===== config.mk =====
export PLATFORM = sky130hd
export DESIGN_NAME = ccu_arb
export DESIGN_NICKNAME = d
export VERILOG_FILES = /design/src/rtl/procyon_types.sv /design/src/rtl/ccu_arb_chk.sv /design/src/rtl/rr_picker.sv /design/src/rtl/ccu_arb.sv
export SDC_FILE = /design/constraint.sdc
export NUM_CORES = 1
export LEC_CHECK = 0
export ABC_AREA = 1
export BUFFER_PORTS_ARGS = -buffer_cell sky130_fd_sc_hd__buf_4
export CAP_MARGIN = 0
export CORE_AREA = 5 5 289 291
export CTS_CLUSTER_DIAMETER = 200
export DETAILED_ROUTE_END_ITERATION = 8
export DIE_AREA = 0 0 294 296
export SLEW_MARGIN = 10
export SYNTH_ARGS = -nofsm -noshare
export SYNTH_HDL_FRONTEND = slang
export SYNTH_SLANG_ARGS = --single-unit

===== constraint.sdc =====
create_clock -name i_clk -period 1.3 [get_ports i_clk]
set_clock_uncertainty 0.05 [all_clocks]
set_input_delay 0.195 -clock i_clk [delete_from_list [all_inputs] [get_ports i_clk]]
set_output_delay 0.195 -clock i_clk [all_outputs]
set_load 0.01 [all_outputs]

===== src/rtl/procyon_types.sv =====
// Shared types for the CCU-to-BIU arbitration path: address and cacheline
// containers, arbiter state encoding and default requester count.
package procyon_types;

    localparam int PROCYON_ADDR_WIDTH      = 32;
    localparam int PROCYON_CACHELINE_WIDTH = 128;

    localparam int CCU_ARB_DEPTH_DFLT     = 2;
    localparam int CCU_ARB_IDX_WIDTH_DFLT = $clog2(CCU_ARB_DEPTH_DFLT);

    typedef logic [PROCYON_ADDR_WIDTH-1:0]      procyon_addr_t;
    typedef logic [PROCYON_CACHELINE_WIDTH-1:0] procyon_cacheline_t;
    typedef logic [CCU_ARB_IDX_WIDTH_DFLT-1:0]  ccu_arb_idx_t;

    typedef enum logic [1:0] {
        IDLE  = 2'b00,
        BUSY  = 2'b01,
        DRAIN = 2'b10
    } ccu_arb_state_t;

endpackage


===== src/rtl/ccu_arb_chk.sv =====
// Protocol checker for ccu_arb: grant/handshake invariants between the
// arbiter, its requesters and the BIU.
module ccu_arb_chk
    import procyon_types::*;
#(
    parameter int CCU_ARB_DEPTH     = 2,
    parameter int CCU_ARB_IDX_WIDTH = $clog2(CCU_ARB_DEPTH)
) (
    input logic                         i_clk,
    input logic                         i_rst,
    input ccu_arb_state_t               i_state,
    input logic [CCU_ARB_IDX_WIDTH-1:0] i_grant_idx,
    input logic [CCU_ARB_DEPTH-1:0]     i_req_en,
    input logic [CCU_ARB_DEPTH-1:0]     i_req_done,
    input logic                         i_biu_en,
    input logic                         i_biu_busy,
    input logic                         i_biu_done
);

    a_done_onehot0: assert property (@(posedge i_clk) disable iff (i_rst)
        $onehot0(i_req_done));

    a_en_only_busy: assert property (@(posedge i_clk) disable iff (i_rst)
        i_biu_en |-> (i_state == BUSY));

    a_biu_done_only_busy: assert property (@(posedge i_clk) disable iff (i_rst)
        i_biu_done |-> (i_state == BUSY));

    a_biu_busy_only_busy: assert property (@(posedge i_clk) disable iff (i_rst)
        i_biu_busy |-> (i_state == BUSY));

    a_grant_en_held: assert property (@(posedge i_clk) disable iff (i_rst)
        (i_state == BUSY) |-> i_req_en[i_grant_idx]);

endmodule


===== src/rtl/rr_picker.sv =====
// Combinational round-robin select: first set request bit at or after the
// pointer, wrapping around the requester count.
module rr_picker #(
    parameter int CCU_ARB_DEPTH     = 2,
    parameter int CCU_ARB_IDX_WIDTH = $clog2(CCU_ARB_DEPTH)
) (
    input  logic [CCU_ARB_DEPTH-1:0]     i_req,
    input  logic [CCU_ARB_IDX_WIDTH-1:0] i_ptr,
    output logic                         o_valid,
    output logic [CCU_ARB_IDX_WIDTH-1:0] o_idx
);

    // Requester index at a given offset from the pointer, modulo the depth.
    function automatic logic [CCU_ARB_IDX_WIDTH-1:0] wrap_idx(input int base, input int off);
        int sum;
        sum = base + off;
        if (sum >= CCU_ARB_DEPTH) begin
            sum = sum - CCU_ARB_DEPTH;
        end else begin
            sum = sum;
        end
        return CCU_ARB_IDX_WIDTH'(sum);
    endfunction

    // Scan from the farthest offset down so the nearest requester overwrites last.
    always_comb begin
        o_valid = 1'b0;
        o_idx   = {CCU_ARB_IDX_WIDTH{1'b0}};
        for (int i = CCU_ARB_DEPTH - 1; i >= 0; i--) begin
            o_valid = o_valid | i_req[wrap_idx(int'(i_ptr), i)];
            o_idx   = i_req[wrap_idx(int'(i_ptr), i)] ? wrap_idx(int'(i_ptr), i) : o_idx;
        end
    end

endmodule


===== src/rtl/ccu_arb.sv =====
// Round-robin arbiter granting one cache requester at a time access to the
// single Wishbone BIU port for a whole cacheline transaction.
module ccu_arb
    import procyon_types::*;
#(
    parameter int CCU_ARB_DEPTH     = CCU_ARB_DEPTH_DFLT,
    parameter int CCU_ARB_IDX_WIDTH = $clog2(CCU_ARB_DEPTH)
) (
    input  logic                     i_clk,
    input  logic                     i_rst,
    input  logic [CCU_ARB_DEPTH-1:0] i_req_en,
    input  logic [CCU_ARB_DEPTH-1:0] i_req_we,
    input  procyon_addr_t            i_req_addr [CCU_ARB_DEPTH],
    input  procyon_cacheline_t       i_req_data [CCU_ARB_DEPTH],
    output logic [CCU_ARB_DEPTH-1:0] o_req_done,
    output procyon_cacheline_t       o_req_data,
    output logic                     o_biu_en,
    output logic                     o_biu_we,
    output procyon_addr_t            o_biu_addr,
    output procyon_cacheline_t       o_biu_data,
    input  procyon_cacheline_t       i_biu_data,
    input  logic                     i_biu_busy,
    input  logic                     i_biu_done
);

    ccu_arb_state_t                 r_state;
    ccu_arb_state_t                 w_state_next;
    logic [CCU_ARB_IDX_WIDTH-1:0]   r_rr_ptr;
    logic [CCU_ARB_IDX_WIDTH-1:0]   r_grant_idx;
    logic [CCU_ARB_IDX_WIDTH-1:0]   w_ptr_next;
    logic                           w_pick_valid;
    logic [CCU_ARB_IDX_WIDTH-1:0]   w_pick_idx;
    logic                           r_we;
    procyon_addr_t                  r_addr;
    procyon_cacheline_t             r_wdata;
    procyon_cacheline_t             r_req_data;
    logic                           r_biu_en;
    logic [CCU_ARB_DEPTH-1:0]       r_req_done;
    logic                           w_biu_en_next;
    logic [CCU_ARB_DEPTH-1:0]       w_req_done_next;

    function automatic logic [CCU_ARB_DEPTH-1:0] idx_to_onehot(input logic [CCU_ARB_IDX_WIDTH-1:0] idx);
        logic [CCU_ARB_DEPTH-1:0] oh;
        oh      = {CCU_ARB_DEPTH{1'b0}};
        oh[idx] = 1'b1;
        return oh;
    endfunction

    rr_picker #(
        .CCU_ARB_DEPTH    (CCU_ARB_DEPTH),
        .CCU_ARB_IDX_WIDTH(CCU_ARB_IDX_WIDTH)
    ) u_rr_picker (
        .i_req  (i_req_en),
        .i_ptr  (r_rr_ptr),
        .o_valid(w_pick_valid),
        .o_idx  (w_pick_idx)
    );

    // After a grant completes, the requester just served drops to lowest priority.
    assign w_ptr_next = (r_grant_idx == CCU_ARB_IDX_WIDTH'(CCU_ARB_DEPTH - 1))
                      ? {CCU_ARB_IDX_WIDTH{1'b0}}
                      : r_grant_idx + CCU_ARB_IDX_WIDTH'(1);

    // State register plus the registered BIU enable and done pulse.
    always_ff @(posedge i_clk) begin
        if (i_rst) begin
            r_state    <= IDLE;
            r_biu_en   <= 1'b0;
            r_req_done <= {CCU_ARB_DEPTH{1'b0}};
        end else begin
            r_state    <= w_state_next;
            r_biu_en   <= w_biu_en_next;
            r_req_done <= w_req_done_next;
        end
    end

    // Next state: grant from IDLE, hold BUSY until the BIU completes, one DRAIN cycle.
    always_comb begin
        w_state_next = r_state;
        case (r_state)
            IDLE: begin
                if (w_pick_valid) w_state_next = BUSY;
                else              w_state_next = IDLE;
            end
            BUSY: begin
                if (i_biu_done) w_state_next = DRAIN;
                else            w_state_next = BUSY;
            end
            DRAIN:   w_state_next = IDLE;
            default: w_state_next = IDLE;
        endcase
    end

    // Outputs decoded from the next state so they leave flops aligned with the state.
    always_comb begin
        w_biu_en_next = (w_state_next == BUSY);
        if (w_state_next == DRAIN) begin
            w_req_done_next = idx_to_onehot(r_grant_idx);
        end else begin
            w_req_done_next = {CCU_ARB_DEPTH{1'b0}};
        end
    end

    // Command latch at grant time, read-data capture and pointer advance on completion.
    always_ff @(posedge i_clk) begin
        if (i_rst) begin
            r_rr_ptr    <= {CCU_ARB_IDX_WIDTH{1'b0}};
            r_grant_idx <= {CCU_ARB_IDX_WIDTH{1'b0}};
            r_we        <= 1'b0;
            r_addr      <= {PROCYON_ADDR_WIDTH{1'b0}};
            r_wdata     <= {PROCYON_CACHELINE_WIDTH{1'b0}};
            r_req_data  <= {PROCYON_CACHELINE_WIDTH{1'b0}};
        end else begin
            case (r_state)
                IDLE: begin
                    if (w_pick_valid) begin
                        r_grant_idx <= w_pick_idx;
                        r_we        <= i_req_we[w_pick_idx];
                        r_addr      <= i_req_addr[w_pick_idx];
                        r_wdata     <= i_req_data[w_pick_idx];
                    end
                end
                BUSY: begin
                    if (i_biu_done) begin
                        if (!r_we) begin
                            r_req_data <= i_biu_data;
                        end
                        r_rr_ptr <= w_ptr_next;
                    end
                end
                default: begin
                end
            endcase
        end
    end

    assign o_biu_en   = r_biu_en;
    assign o_biu_we   = r_we;
    assign o_biu_addr = r_addr;
    assign o_biu_data = r_wdata;
    assign o_req_data = r_req_data;
    assign o_req_done = r_req_done;

    ccu_arb_chk #(
        .CCU_ARB_DEPTH    (CCU_ARB_DEPTH),
        .CCU_ARB_IDX_WIDTH(CCU_ARB_IDX_WIDTH)
    ) u_chk (
        .i_clk      (i_clk),
        .i_rst      (i_rst),
        .i_state    (r_state),
        .i_grant_idx(r_grant_idx),
        .i_req_en   (i_req_en),
        .i_req_done (r_req_done),
        .i_biu_en   (r_biu_en),
        .i_biu_busy (i_biu_busy),
        .i_biu_done (i_biu_done)
    );

endmodule

# Yosys cells after proc, flatten, opt, wreduce, memory -nomap -nowiden
# Index checks and enable logic that the tools add are counted.
word_totals:
  register_bits: 296
  latch_bits: 0
  mem_bits_rw: 0
  romBits: 0
  input_bits: 456
  out_inout_bits: 292
  elab_cells: 56
  mem_count: 0
op_classes:
  add_sub_neg: 4
  n_mul: 0
  div_mod_pow: 0
  magnitude_cmp: 8
  n_eq_ne: 3
  shifts: 0
  n_mux: 22
  bitwise_logic: 4
  reduce_logical: 6
ops:
  columns: ["cell", "count"]
  rows:
  - ["128-bit 2-to-1 mux", 3]
  - ["32-bit 2-to-1 mux", 3]
  - ["1-bit 2-to-1 mux", 13]
  - ["1-bit by 2-bit less-than comparator with 1-bit output, second input constant", 4]
  - ["2-bit by 1-bit equality test with 1-bit output, second input constant", 2]
  - ["2-bit greater-or-equal comparator, second input constant", 2]
  - ["2-bit case mux with 2 select lines", 1]
  - ["2-bit AND reduction", 2]
  - ["3-bit AND reduction", 1]
  - ["1-bit by 1-bit adder with 2-bit output, second input constant", 1]
  - ["2-bit equality test, second input constant", 1]
  - ["1-bit by 2-bit greater-or-equal comparator with 1-bit output, second input constant", 1]
  - ["2-bit logical NOT", 1]
  - ["2-bit 2-to-1 mux", 1]
  - ["1-bit NOT", 2]
  - ["1-bit NOT with 2-bit output", 1]
  - ["2-bit OR reduction", 1]
  - ["1-bit subtractor, second input constant", 2]
  - ["1-bit adder, second input constant", 1]
  - ["1-bit demux with 1-bit select", 1]
  - ["1-bit greater-or-equal comparator, second input constant", 1]
  - ["1-bit logical AND", 1]
  - ["1-bit bitwise OR", 1]

# Logic depth before layout (Yosys ltp)
# Gate-level depths: netlist of run 1.
depth:
  ltp_word: 11
  depth_mapped: 9
  mapped_depth_nobuf: 7

# By module
# Synthesis of run 1 repeated with hierarchy kept, for this count alone.
unflattened:
  hier_cells: 2399
  hier_area_um2: 14358.8
modules_own_cells:
  columns: ["mod", "n_inst", "cells_per_inst", "area_each_um2", "seq_area_each_um2"]
  rows:
  - ["ccu_arb", 1, 2395, 14340.0, 5925.7]
  - ["rr_picker", 1, 4, 18.8, 0.0]

# Worst setup path before layout of run 1
# Ideal clock, no wire load.
synth_path:
  path_type: "reg-to-reg"
  from: "register r_state[0]"
  to: "register r_req_data[100] (netlist: o_req_data[100])"
  setup_time_ps: 114
  arrival_ps: 1083
  t_required_ps: 1136
  setup_slack_ps: 53
  path_stages_with_launch: 8
  path_buffers: 2
  period_less_slack_ps: 1247
  cell_sequence: "dfxtp_1 -> inv_2 -> nor2_2 -> nand2_2 -> buf_4 -> clkbuf_1 -> o21ai_1 -> nor2_1"
synth_between:
  elab_chain_cells: 2
synth_rtl:
  columns: ["item", "line", "text"]
  rows:
  - ["start: declaration", "ccu_arb.sv:26", "ccu_arb_state_t r_state;"]
  - ["start signal: assignment", "ccu_arb.sv:71", "r_state <= w_state_next;"]
  - ["2-bit by 1-bit equality test with 1-bit output", "ccu_arb.sv:114", "case (r_state)"]
  - ["3-bit AND reduction (no line)", null, null]
  - ["end signal: assignment", "ccu_arb.sv:112", "r_req_data <= {PROCYON_CACHELINE_WIDTH{1'b0}};"]
  - ["end signal: assignment", "ccu_arb.sv:126", "r_req_data <= i_biu_data;"]
  - ["end: declaration", "ccu_arb.sv:36", "procyon_cacheline_t r_req_data;"]
# Every way passes these cells.
# A chain may end at the register's enable or synchronous reset.

# Worst setup path after layout of run 1
layout_path:
  from: "register r_state[1]"
  to: "register r_wdata[79] (netlist: o_biu_data[79])"
layout_between:
  elab_chain_cells: 2
layout_rtl:
  columns: ["item", "line", "text"]
  rows:
  - ["2-bit logical NOT", "ccu_arb.sv:114", null]
  - ["2-bit AND reduction (no line)", null, null]
  - ["end signal: assignment", "ccu_arb.sv:111", "r_wdata <= {PROCYON_CACHELINE_WIDTH{1'b0}};"]
  - ["end signal: assignment", "ccu_arb.sv:120", "r_wdata <= i_req_data[w_pick_idx];"]
  - ["end: declaration", "ccu_arb.sv:35", "procyon_cacheline_t r_wdata;"]
# Every way passes these cells.

==> run summary, run 1 <==
The core region is 80300 µm². Clock-pin slew was measured on the worst setup and hold paths at 0.06 ns. The netlist area before placement is 13200 µm². The worst hold path terminates at o_biu_we. The synthesized design contains 296 register bits.

The first routing iteration left 969 violations. Counting instances, the worst hold path has a depth of 5. The number of iterations in the first detailed-routing pass is 6. The TritonCTS buffer count is 36.

The cell count after synthesis came out at 1987. The fraction of final layout cells sized beyond drive strength 1 came out at 30.7%. The number of primary I/O pins is 748. The areal power density over the cells is 1060 nW/µm².

The number of enable-type register cells in the synthesized netlist came out at 0. The clock tree buffer depth is 3. The final hold violation count came to 0.

The minimum clock period came out at 1.48 ns. The start point of the critical path is r_state[1]. The buffers plus inverters on the worst setup path came out at 4. The design area came out at 26800 µm². On the worst path, the slowest cell contributes a delay of 0.33 ns. The number of setup buffers added after CTS is 0.

The most instantiated flip-flop cell in the synthesis netlist is sky130_fd_sc_hd__dfxtp_1. By startpoint and endpoint, the worst setup path is classified as reg -> reg. The die outline area came out at 87000 µm².

The number of routed nets with antenna violations is 0. Across the VDD grid, the largest voltage drop is 0.867 mV. In this run the tightest slew margin relative to its limit is 77.3%. The residual DRC count came out at 0.

Relative to the synthesized area, the layout overhead comes to 104%. The share of synthesized flip-flops with an asynchronous set or reset came out at 0%. The slowest stage of the critical path is the sky130_fd_sc_hd__dfxtp_2 cell. The critical path goes through nor2_1 -> buf_4 -> nand2_4 -> buf_12 -> clkbuf_16 -> a21oi_1 -> nand2_1 -> inv_1.

Before CTS, the worst setup slack after placement is -0.148 ns. The largest net degree at the start of global routing is 70. The number of placed instances, taps included, is 3785. Summed over all layers, the routed wires come to 66.4 mm. In this run the worst path has a maximum fanout of 23.

The post-layout net count is 3672. The routed via count came out at 17600. The net count of the mapped netlist is 2443. The total power consumption of the routed design came out at 28.5 mW.

For this configuration, the core starts out at a cell density of 16.4%. The highest achievable clock rate is 677 MHz. The total number of clock tree sinks is 296. The worst setup slack for register-to-register paths is -0.18 ns. The leftover overflow at the end of global routing came out at 0.

The register area share after synthesis came out at 45.0%. The final reports fail on setup timing. The tightest hold margin is 0.0491 ns.

The root buffer cell chosen for the clock tree is sky130_fd_sc_hd__clkbuf_16. The post-detailed-placement cell area is 20800 µm². The wire length of the first global-routing pass is 96.0 mm. The CTS H-tree depth is 2. Summed over all cells, the static leakage comes to 13.4 nW. The number of global-route vias before repair came out at 17400. The endpoint of the lowest-slack register-to-register path is o_biu_data[79]. The average size of a mapped cell came out at 6.63 µm². Routability-driven placement finished with a final weighted congestion of 0.903.

The number of port buffers came out at 746. The startpoint identified for the worst hold timing path is i_req_we[1]. TritonCTS built the clock tree. The category of the worst setup path launch point is a register. Summed over all nets, the half-perimeter wirelength after detailed placement is 46.0 mm.

After detailed routing, the number of vias per cell comes to 4.09. After detailed routing, the average wire length per cell comes to 15.5 µm. The final setup violation count came out at 280. The vertical die dimension is 296 µm. The number of warning messages in the yosys log came out at 0.

The depth of the most critical reg-to-reg path came out at 8. The share of the cycle needed by the critical path after routing is 114%. The worst setup path is captured at a register.

The max-capacitance violation count came out at 0. Global routing consumed, over all layers together, 13.7% of the routing resources. The measured slew at the worst slew-check pin is 0.341 ns.

The number of distinct standard cells referenced by the synthesized netlist came out at 17. The number of max-slew violations in the final report was 0. In this run the critical register-to-register path is launched from r_state[1]. The initial antenna violation count is 2. The critical path's top delay family is buffers and inverters. The count of cells in the finished layout, fillers not included, comes to 4299. The run finished, with violations left.

Setup repair after global routing could not meet its margin everywhere. For the final routed database, the setup TNS stands at -16.91 ns. The endpoint required time on the critical path is 1.74 ns. The die extent in x came out at 294 µm.

The clock reaches the later pin of the worst-skew pair after 0.55 ns. The path class of the tightest hold or removal check is in -> reg. The core occupancy in the finished layout is 33.4%. Data on the critical path arrives at its endpoint at 1.91 ns. Once routing completed, OpenROAD measured the worst setup slack at -0.177 ns. The site row count came out at 104.
[cells in the mapped netlist (3+ instances only)]
library cell / count / area share, %
sky130_fd_sc_hd__nor2_1: 262 / 7.5
sky130_fd_sc_hd__clkbuf_1: 48 / 1.4
sky130_fd_sc_hd__o21ai_1: 111 / 4.2
sky130_fd_sc_hd__buf_2: 67 / 2.5
sky130_fd_sc_hd__nand2_2: 3 / 0.14
sky130_fd_sc_hd__nand2_1: 327 / 9.3
sky130_fd_sc_hd__inv_1: 329 / 9.4
sky130_fd_sc_hd__o21ai_0: 19 / 0.72
sky130_fd_sc_hd__inv_2: 3 / 0.085
sky130_fd_sc_hd__nand3_1: 324 / 12
sky130_fd_sc_hd__buf_1: 26 / 0.74
sky130_fd_sc_hd__a21oi_1: 164 / 6.2
sky130_fd_sc_hd__dfxtp_1: 296 / 45
sky130_fd_sc_hd__buf_4: 5 / 0.28
[cell usage in the layout (no fill, tap or decap), types with 2 or more instances in the layout]
cell and count:
sky130_fd_sc_hd__nand2_8 2, sky130_fd_sc_hd__o21ai_2 3, sky130_fd_sc_hd__o21ai_1 118, sky130_fd_sc_hd__clkbuf_1 10
sky130_fd_sc_hd__nand3_2 3, sky130_fd_sc_hd__dlygate4sd3_1 448, sky130_fd_sc_hd__nor2_1 262, sky130_fd_sc_hd__buf_16 6
sky130_fd_sc_hd__diode_2 2, sky130_fd_sc_hd__buf_6 26, sky130_fd_sc_hd__a21oi_4 2, sky130_fd_sc_hd__buf_8 3
sky130_fd_sc_hd__dfxtp_1 283, sky130_fd_sc_hd__nand2_1 322, sky130_fd_sc_hd__o21ai_0 8, sky130_fd_sc_hd__inv_1 328
sky130_fd_sc_hd__inv_2 2, sky130_fd_sc_hd__dfxtp_4 5, sky130_fd_sc_hd__inv_6 2, sky130_fd_sc_hd__clkinv_2 6
sky130_fd_sc_hd__nand2_4 2, sky130_fd_sc_hd__buf_4 833, sky130_fd_sc_hd__nand2_2 4, sky130_fd_sc_hd__buf_12 18
sky130_fd_sc_hd__nand3_1 321, sky130_fd_sc_hd__clkbuf_16 40, sky130_fd_sc_hd__a21oi_1 143, sky130_fd_sc_hd__clkbuf_8 4
sky130_fd_sc_hd__a21oi_2 19, sky130_fd_sc_hd__dfxtp_2 8
[layer usage]
| metal | share of wire, % | global-route usage, % | routed length (µm) | up-vias |
|---|---|---|---|---|
| li1 | - | - | - | 8632 |
| met1 | 37 | 15.2 | 24500 | 7860 |
| met2 | 48 | 24.1 | 32000 | 912 |
| met3 | 9.7 | 3.96 | 6480 | 190 |
| met4 | 5.2 | 6.61 | 3430 | 2 |
| met5 | 0.020 | 0 | 13 | - |
[where the power goes]
part	switching (mW)	internal (mW)
combinational	4.09	4.50
clock	4.11	5.35
sequential	0.500	9.98
[kinds of logic (layout without fill, tap and decap cells)]
| group | after synthesis | count (layout) | synth area share, % |
|---|---|---|---|
| AND/OR/NAND/NOR | 918 | 918 | 29.4 |
| flip-flops | 296 | 296 | 45.0 |
| buffers and inverters | 479 | 1729 | 14.5 |
| AO/OA/AOI/OAI | 294 | 294 | 11.2 |
| other | 0 | 2 | 0 |
[worst max-delay path by stage]
stage,slack [ns],endpoint,depth (start not counted)
final,-0.18,o_biu_data[79],8
after global routing,-0.22,o_biu_data[79],8
after CTS,-0.13,o_biu_data[80],8
after detailed placement,-0.15,o_biu_addr[1],8
after global placement,-0.17,o_biu_addr[1],8
after floorplan,0.05,o_req_data[100],7
[worst reg2reg max path, delay by kind of cell (launching register included)]
family	cells	cell delay, ns
buf+inv	4	0.63
flops	1	0.33
simple gates	3	0.24
compound gates	1	0.16
[registers in the layout, indices dropped and copies added, names as in the netlist]
signal / count
o_req_data: 128
r_state: 2
o_biu_data: 128
o_req_done: 2
o_biu_en: 1
r_rr_ptr: 1
o_biu_addr: 32
r_grant_idx: 1
o_biu_we: 1
[final cells by class]
cell class              count  area (µm²)
fillers                  8079       53500
repair buffers           1338       11700
flip-flops and latches    296        5950
multi-input cells        1212        5520
well taps                1060        1330
inverters                 332        1250
clock buffers              50         993
clock inverters             9        77.6
diodes                      2        5.00
[what timing repair did]
action	CTS	global route
gates resized for setup	54	50
gates cloned	0	5
hold buffers	448	0
setup endpoints to repair	485	511
hold endpoints to repair	293	0
pin swaps	2	0
No activity file was read; power rests on OpenSTA's default activity.
==> run 2: changes to the inputs <==
--- a/config.mk
+++ b/config.mk
@@ -6,7 +6,7 @@
 export NUM_CORES = 1
 export LEC_CHECK = 0
 export ABC_AREA = 1
-export BUFFER_PORTS_ARGS = -buffer_cell sky130_fd_sc_hd__buf_4
+export BUFFER_PORTS_ARGS = -buffer_cell sky130_fd_sc_hd__buf_2
 export CAP_MARGIN = 0
 export CORE_AREA = 5 5 289 291
 export CTS_CLUSTER_DIAMETER = 200
==> run 2 against run 1 <==
  * The run still ends with setup timing left
  * Combinational power shrank 5.5%
  * Sequential share of layout area up 0.82 points
  * First-iteration DRC count down 16%
  * Clock-buffer cell count rose by 4
==> run summary, run 2 (synthesized netlist as in run 1, its figures left out) <==
The slack of the critical path came out at -0.167 ns. The worst register-to-register path has a depth of 8. The number of primary I/O pins is 748.

Measured along the y axis, the die boundary spans 296 µm. After clock tree synthesis, the clock-pin slew on the worst setup and hold paths is 0.06 ns. The number of global-route vias before repair is 17600. TritonCTS built the clock tree. Wires add up to 68.1 mm. Clock tree synthesis selected as its root buffer the cell sky130_fd_sc_hd__clkbuf_16. The clock tree synthesis step divided the H-tree into 2 levels. The endpoint of the lowest-slack register-to-register path is o_req_data[123]. Across the run, the number of max-cap violations was 0. The critical path capture point type is a register. The worst setup path is launched from a register. The source of the worst register-to-register timing path is r_state[0]. The final hold violation count is 0. The number of DRC markers in iteration 0 is 818. The number of port buffers came out at 746. The routed via count is 17900. The number of fill cells is 8188.

The worst path in the final design needs a cycle of 1.47 ns, including I/O delays and setup. In this design, the largest share of critical-path delay is due to buffers and inverters. Walking the worst path, the cells encountered are inv_2 -> nor2_4 -> buf_12 -> nand2_8 -> buf_12 -> clkbuf_16 -> o21ai_2 -> nor2_1. The post-layout net count is 3686. Buffers inserted during clock tree synthesis total 36. The slowest cell on the critical path is sky130_fd_sc_hd__dfxtp_2.

Detailed placement ended at an HPWL of 45.3 mm. The path with the worst hold slack has its endpoint at r_rr_ptr. The highest achievable clock rate is 682 MHz. The number of iterations in the first detailed-routing pass came out at 5. The largest fanout on the critical path came out at 10.

By startpoint and endpoint, the worst setup path is classified as reg -> reg. The routability-driven placement congestion ratio is 0.940. The design area came out at 25900 µm².

In this run the deepest clock path goes through 3 buffers. Headroom to the max-slew limit came out at 74.0%. The clock latency on the worst-skew pair is 0.54 ns. The final reports fail on setup timing.

The initial antenna violation count came out at 2. The met3 track utilization from global routing is 4.07%. The measured slew at the worst slew-check pin is 0.390 ns.

The leakage component of the power came out at 13.2 nW. In the layout the commonest cells are 732 x sky130_fd_sc_hd__buf_2, 449 x sky130_fd_sc_hd__dlygate4sd3_1, 328 x sky130_fd_sc_hd__inv_1, 325 x sky130_fd_sc_hd__nand2_1, 323 x sky130_fd_sc_hd__nand3_1. The run finished, with violations left. The number of max-slew violations in the final report came out at 0. Leaving out fill and tap cells, the most frequent cell in the layout is sky130_fd_sc_hd__buf_2. The tightest hold margin came out at 0.0572 ns. The endpoint required time on the critical path came out at 1.68 ns. The largest stage delay on the critical path is 0.36 ns. The post-synthesis to final-layout area growth came out at 96.4%. The placeable core region is 80300 µm².

The met1 demand-to-capacity share in global routing is 15.8%. Row generation in the floorplan step produced 104 rows. Entering global routing, the biggest net connects 70 pins. The number of stages on the worst setup path came out at 8. The final setup violation count is 267.

The post-detailed-placement cell area is 18900 µm². Using the TritonRoute via totals, the vias-per-cell ratio works out to 4.14. The global routing stage identified its most utilized layer as met2.

The most prevalent standard cell on the critical path is sky130_fd_sc_hd__buf_12. The average wire length per cell after detail routing came out at 15.8 µm. For this configuration, the core starts out at a cell density of 16.4%. The number of routed nets with antenna violations came out at 0. The maximum resistive drop on vdd is 1.16 mV. The leftover overflow at the end of global routing came out at 0. For this run, the total global-route usage over all layers was measured as 14.2%. The path class of the tightest hold or removal check is in -> reg. The die extent in x came out at 294 µm. The sum of negative setup slack came out at -17.82 ns. The depth of the worst hold-timing path is 5. The met2 demand-to-capacity share in global routing came out at 24.5%. The wire length of the first global-routing pass came out at 98.9 mm.

The die outline area is 87000 µm². In this run the power density over the cells is 1130 nW/µm². The buffers plus inverters on the worst setup path is 4.

The core occupancy in the finished layout is 32.2%. The arrival time of data at the critical path endpoint came out at 1.85 ns. The startpoint of the most critical hold path is i_biu_done. The share of the cycle needed by the critical path after routing came out at 113%.

The residual DRC count came out at 0. The clock net in this run drives a total of 296 sinks. The worst setup slack for register-to-register paths came out at -0.17 ns. Setup repair after global routing could not meet its margin everywhere. The post-route netlist has 32.9% of its cells at a drive strength greater than 1.
==> run 2: cell types whose count changed in the layout (fill, tap and decap cells not counted), sizes merged <==
cell and delta:
buf +13, bufinv +2, clkbuf +2, clkinv +2, diode +1, dlygate4sd3 +1, nand2 +1
==> run 2: report_power, final <==
group          internal, mW  leakage (nW)  total [mW]  switching, mW
registers              9.98          2.45        10.5          0.491
logic                  3.94          10.2        8.13           4.19
clock network          6.39         0.628        10.7           4.28
==> run 2: layout make-up <==
class                      count  area (µm²)  share of cell area, %
antenna                        3        7.51                 0.0290
clock buffer                  54        1120                   4.32
clock inverter                12         146                  0.566
inverter                     332        1260                   4.87
multi-input combinational   1213        5800                   22.4
sequential                   296        5950                   23.0
tap                         1060        1330                   5.13
timing repair buffer        1350       10300                   39.6
timing repair inverter         1        11.3                 0.0435
==> run 2: how the worst max path moves through the flow <==
stage	end	startpoint
after floorplan	o_req_data[100]	r_state[0]
after global placement	o_req_data[117]	i_biu_done
after detailed placement	o_req_data[117]	i_biu_done
after CTS	o_biu_data[86]	r_state[0]
after global routing	o_req_data[123]	r_state[0]
final	o_req_data[123]	r_state[0]
==> run 2: per-layer routing <==
| metal | part of all wire (%) | vias up |
|---|---|---|
| li1 | - | 8670 |
| met1 | 38 | 7979 |
| met2 | 47 | 1017 |
| met3 | 9.6 | 241 |
| met4 | 5.7 | 0 |
| met5 | 0 | - |
==> run 2: stage by stage <==
stage	worst slack, ns	power (mW)	instances
after global placement	-0.242	16.8	3777
after CTS	-0.127	29.2	4301
final	-0.167	29.3	4321
after floorplan	0.0532	13.7	1987
after global routing	-0.216	30.8	4320
after detailed placement	-0.234	16.8	3777
==> run 2: tightest hold or removal path: stages <==
cell	delay, ns
sky130_fd_sc_hd__buf_2	0.09
sky130_fd_sc_hd__buf_4	0.10
sky130_fd_sc_hd__nand2_1	0.04
sky130_fd_sc_hd__nand3_1	0.05
sky130_fd_sc_hd__o21ai_0	0.10
==> run 2: what timing repair did <==
item | 4_1_cts | 5_1_grt
pin swaps | 4 | 11
gates cloned | 5 | 5
setup endpoints to repair | 522 | 572
endpoints found under the hold margin | 290 | 0
setup buffers | 5 | 13
hold buffers | 449 | 0
gates resized for setup | 99 | 113
==> run 3: changes to the inputs <==
--- a/config.mk
+++ b/config.mk
@@ -5,13 +5,12 @@
 export SDC_FILE = /design/constraint.sdc
 export NUM_CORES = 1
 export LEC_CHECK = 0
-export ABC_AREA = 1
 export BUFFER_PORTS_ARGS = -buffer_cell sky130_fd_sc_hd__buf_2
 export CAP_MARGIN = 0
-export CORE_AREA = 5 5 289 291
+export CORE_AREA = 5 5 292 294
 export CTS_CLUSTER_DIAMETER = 200
 export DETAILED_ROUTE_END_ITERATION = 8
-export DIE_AREA = 0 0 294 296
+export DIE_AREA = 0 0 297 299
 export SLEW_MARGIN = 10
 export SYNTH_ARGS = -nofsm -noshare
 export SYNTH_HDL_FRONTEND = slang
==> run 3 against run 2 <==
  * The flow still finishes with violations (setup timing)
  * Via count down 0.19%
  * Area after synthesis down 6.4%
  * Synthesized cell count fell by 23%
  * Clock power shrank 13%
  * Clock-buffer cell count shrank 5
  * Combinational power down 6.6%
  * Utilization decreased by 2.1 points
==> run summary, run 3 <==
The slowest cell on the critical path is sky130_fd_sc_hd__dfxtp_4. For this run, the top clock speed supported by timing is 617 MHz. Broken down by cell family, the worst path's largest delay share belongs to flip-flops. The post-synthesis to final-layout area growth is 102%.

The tightest hold margin is 0.0338 ns. The largest stage delay on the critical path is 0.38 ns. The worst hold endpoint is o_biu_data[114]. The wire length of the first global-routing pass came out at 103 mm. The critical path in this run is classified as reg -> reg. Traced cell by cell, the critical path runs through nand2b_4 -> buf_12 -> clkbuf_16 -> nand3_2 -> a311oi_1. Counting cells, the worst reg-to-reg path comes to 5. The share of synthesized flip-flops with an asynchronous set or reset came out at 0%. The depth of the worst hold-timing path is 4.

The largest total area in the synthesized netlist belongs to sky130_fd_sc_hd__dfxtp_1. Along the worst path, the maximum fanout reaches 9. The area share of the largest cell type after synthesis came out at 48.1%. The number of global-route vias before repair is 17900. The cell count after synthesis came out at 1532. Power spread over the standard cell area amounts to 1090 nW/µm². The number of routed nets with antenna violations came out at 0. The critical path capture point type is a register. For this block, the initial DRC count from the detailed router was 1497.

The total number of clock tree sinks came out at 296. The count of placed standard cells in the final layout, fillers left out came out at 3875. The met2 demand-to-capacity share in global routing came out at 24.7%.

The met3 track utilization from global routing came out at 3.59%. After layout, the worst setup slack is -0.321 ns. The most common cell after layout, fill and taps aside is sky130_fd_sc_hd__buf_2. The leakage component of the power came out at 10.6 nW. The average size of a mapped cell came out at 8.05 µm². The worst relative slew slack came out at 71.9%.

The number of placed cells counting well taps came out at 3343. Setup repair after global routing could not meet its margin everywhere. The netlist area before placement came out at 12300 µm².

The average vias per placed instance is 4.61. The clock tree from TritonCTS is yes. Measured along the y axis, the die boundary spans 299 µm.

In the routed design, unresolved DRC markers number 0. The endpoint required time on the critical path is 1.67 ns. The clock latency on the worst-skew pair came out at 0.53 ns. Counting both buffers and inverters, the worst setup path holds a total of 2. The share of the cycle needed by the critical path after routing came out at 125%. The site row count is 106. The number of max-slew violations in the final report is 0. After global routing the overflow that remains totals 0. The startpoint identified for the worst register-to-register timing path is r_rr_ptr.

By area the synthesized netlist is led by sky130_fd_sc_hd__dfxtp_1 48%, sky130_fd_sc_hd__a21oi_1 12%, sky130_fd_sc_hd__a311oi_1 11%, sky130_fd_sc_hd__nand2_1 7.8%, sky130_fd_sc_hd__nand3_1 6.6%. The final hold violation count came out at 0. The sum of routed wire length over all layers came out at 74.7 mm. Entering global routing, the biggest net connects 62 pins.

The run finished, with violations left. The synthesized design contains 296 register bits. The clock tree buffer depth is 3. After synthesis, the most frequently instantiated cells are 296 x sky130_fd_sc_hd__dfxtp_1, 291 x sky130_fd_sc_hd__a21oi_1, 256 x sky130_fd_sc_hd__nand2_1. The number of distinct standard cells referenced by the synthesized netlist is 25. The worst setup slack for register-to-register paths is -0.32 ns.

For this run, the leading register cell type out of synthesis is sky130_fd_sc_hd__dfxtp_1. Data arrives at the worst endpoint at 1.99 ns. The post-layout net count came out at 3229. The class of the tightest hold or removal check is in -> reg. The routability-driven placement congestion ratio came out at 0.890. Global routing used 14.4% of the available tracks across all layers. The max-capacitance violation count came out at 0. The H-tree was split into 2 levels.

The routed via count is 17900. In this run, synthesis inferred 0 flip-flops with an integrated enable. The die is 297 µm wide. The fraction of final layout cells sized beyond drive strength 1 came out at 38.9%. The category of the worst setup path launch point is a register.

The met1 demand-to-capacity share in global routing came out at 16.5%. The starting density of the core came out at 14.9%. The tree is rooted in a sky130_fd_sc_hd__clkbuf_16. The number of port buffers came out at 746. The die covers 88800 µm². The number of primary I/O pins came out at 748.

The start point of the critical path is r_rr_ptr. The sum of negative setup slack is -47.82 ns. The startpoint identified for the worst hold timing path is i_req_data[242]. The number of warning messages in the yosys log is 0. Setup violations remaining at the end of the flow were counted as 317. The sum of net half-perimeters after detailed placement came out at 47.6 mm. Across the VDD grid, the largest voltage drop is 0.697 mV. The placeable core region is 82600 µm². In this run the critical register-to-register path is captured at o_biu_data[85]. The final reports fail on setup timing. sky130_fd_sc_hd__dfxtp_1 is the most common cell in the netlist. The number of iterations in the first detailed-routing pass is 7. The register area share after synthesis came out at 48.1%.

The initial antenna violation count came to 5. The minimum clock period is 1.62 ns. TritonCTS created 35 clock buffers. The top cell types in the final layout, fill and taps aside, are 742 x sky130_fd_sc_hd__buf_2, 448 x sky130_fd_sc_hd__dlygate4sd3_1, 291 x sky130_fd_sc_hd__dfxtp_1, 253 x sky130_fd_sc_hd__a21oi_1, 248 x sky130_fd_sc_hd__nand2_1.

The net count of the mapped netlist is 1988. Clock-pin slew was measured on the worst setup and hold paths at 0.06 ns. The layer flagged by global routing as most heavily used is met2. In the final routed layout, each cell accounts on average for 19.3 µm. For the pin with the worst max-slew slack, the measured transition is 0.421 ns.
-- run 3: report_power, final --
part	total (mW)	switching (mW)	leakage, nW	internal (mW)
sequential	10.3	0.477	2.44	9.86
clock	9.36	4.03	0.522	5.32
combinational	7.59	3.85	7.68	3.74
-- run 3: cell type report --
cell class                      count  area (µm²)
Fill cell                        8408       57700
Sequential cell                   296        5940
Antenna cell                        2        5.00
Clock buffer                       49         998
Inverter                            2        10.0
Tap cell                         1080        1350
Timing Repair Buffer             1388       10600
Multi-Input combinational cell   1050        6020
Clock inverter                      8        43.8
-- run 3: routing by layer --
layer  routed length [µm]  part of all wire [%]
met2                35500                    48
met4                 5030                   6.7
met5                   32                 0.043
met1                27900                    37
met3                 6210                   8.3
-- run 3: stage by stage --
| step | cell area (µm²) | utilization, % | setup slack [ns] | power, mW |
|---|---|---|---|---|
| floorplan | 12400 | - | -0.0124 | 13.0 |
| global placement | 18300 | 22.1 | -0.327 | 16.1 |
| detailed placement | 18300 | 22.1 | -0.366 | 16.1 |
| CTS | 23900 | 28.9 | -0.257 | 26.7 |
| global route | 24900 | 30.2 | -0.341 | 28.4 |
| finish | 24900 | 30.2 | -0.321 | 27.3 |
-- run 3: cell families after synthesis --
logic type | Yosys count | share of synthesized area [%]
buffers and inverters | 186 | 6.78
AND/OR/NAND/NOR | 435 | 15.3
multiplexers | 1 | 0.0812
flip-flops | 296 | 48.1
AO/OA/AOI/OAI | 614 | 29.8
-- run 3: worst max path at each step --
| stage | cells past startpoint | endpoint | slack, ns |
|---|---|---|---|
| 6_report | 5 | o_biu_data[85] | -0.32 |
| 5_1_grt | 5 | o_biu_data[85] | -0.34 |
| 4_1_cts | 5 | o_biu_data[80] | -0.26 |
| 3_5_place_dp | 7 | o_biu_data[115] | -0.37 |
| 3_3_place_gp | 7 | o_biu_data[64] | -0.33 |
| 2_1_floorplan | 6 | o_biu_data[26] | -0.01 |
-- run 3: worst reg2reg max path: stages (launching register included) --
cell and delay [ns]:
sky130_fd_sc_hd__dfxtp_4 0.38, sky130_fd_sc_hd__nand2b_4 0.23, sky130_fd_sc_hd__buf_12 0.20, sky130_fd_sc_hd__clkbuf_16 0.22, sky130_fd_sc_hd__nand3_2 0.09, sky130_fd_sc_hd__a311oi_1 0.33
-- run 3: timing repair --
| item | CTS | global route |
|---|---|---|
| buffers inserted | 0 | 11 |
| hold buffers | 448 | 0 |
| setup endpoints to repair | 397 | 461 |
| cloned | 0 | 14 |
| endpoints found under the hold margin | 289 | 0 |
| resized for setup | 20 | 146 |
| pin swaps | 3 | 59 |
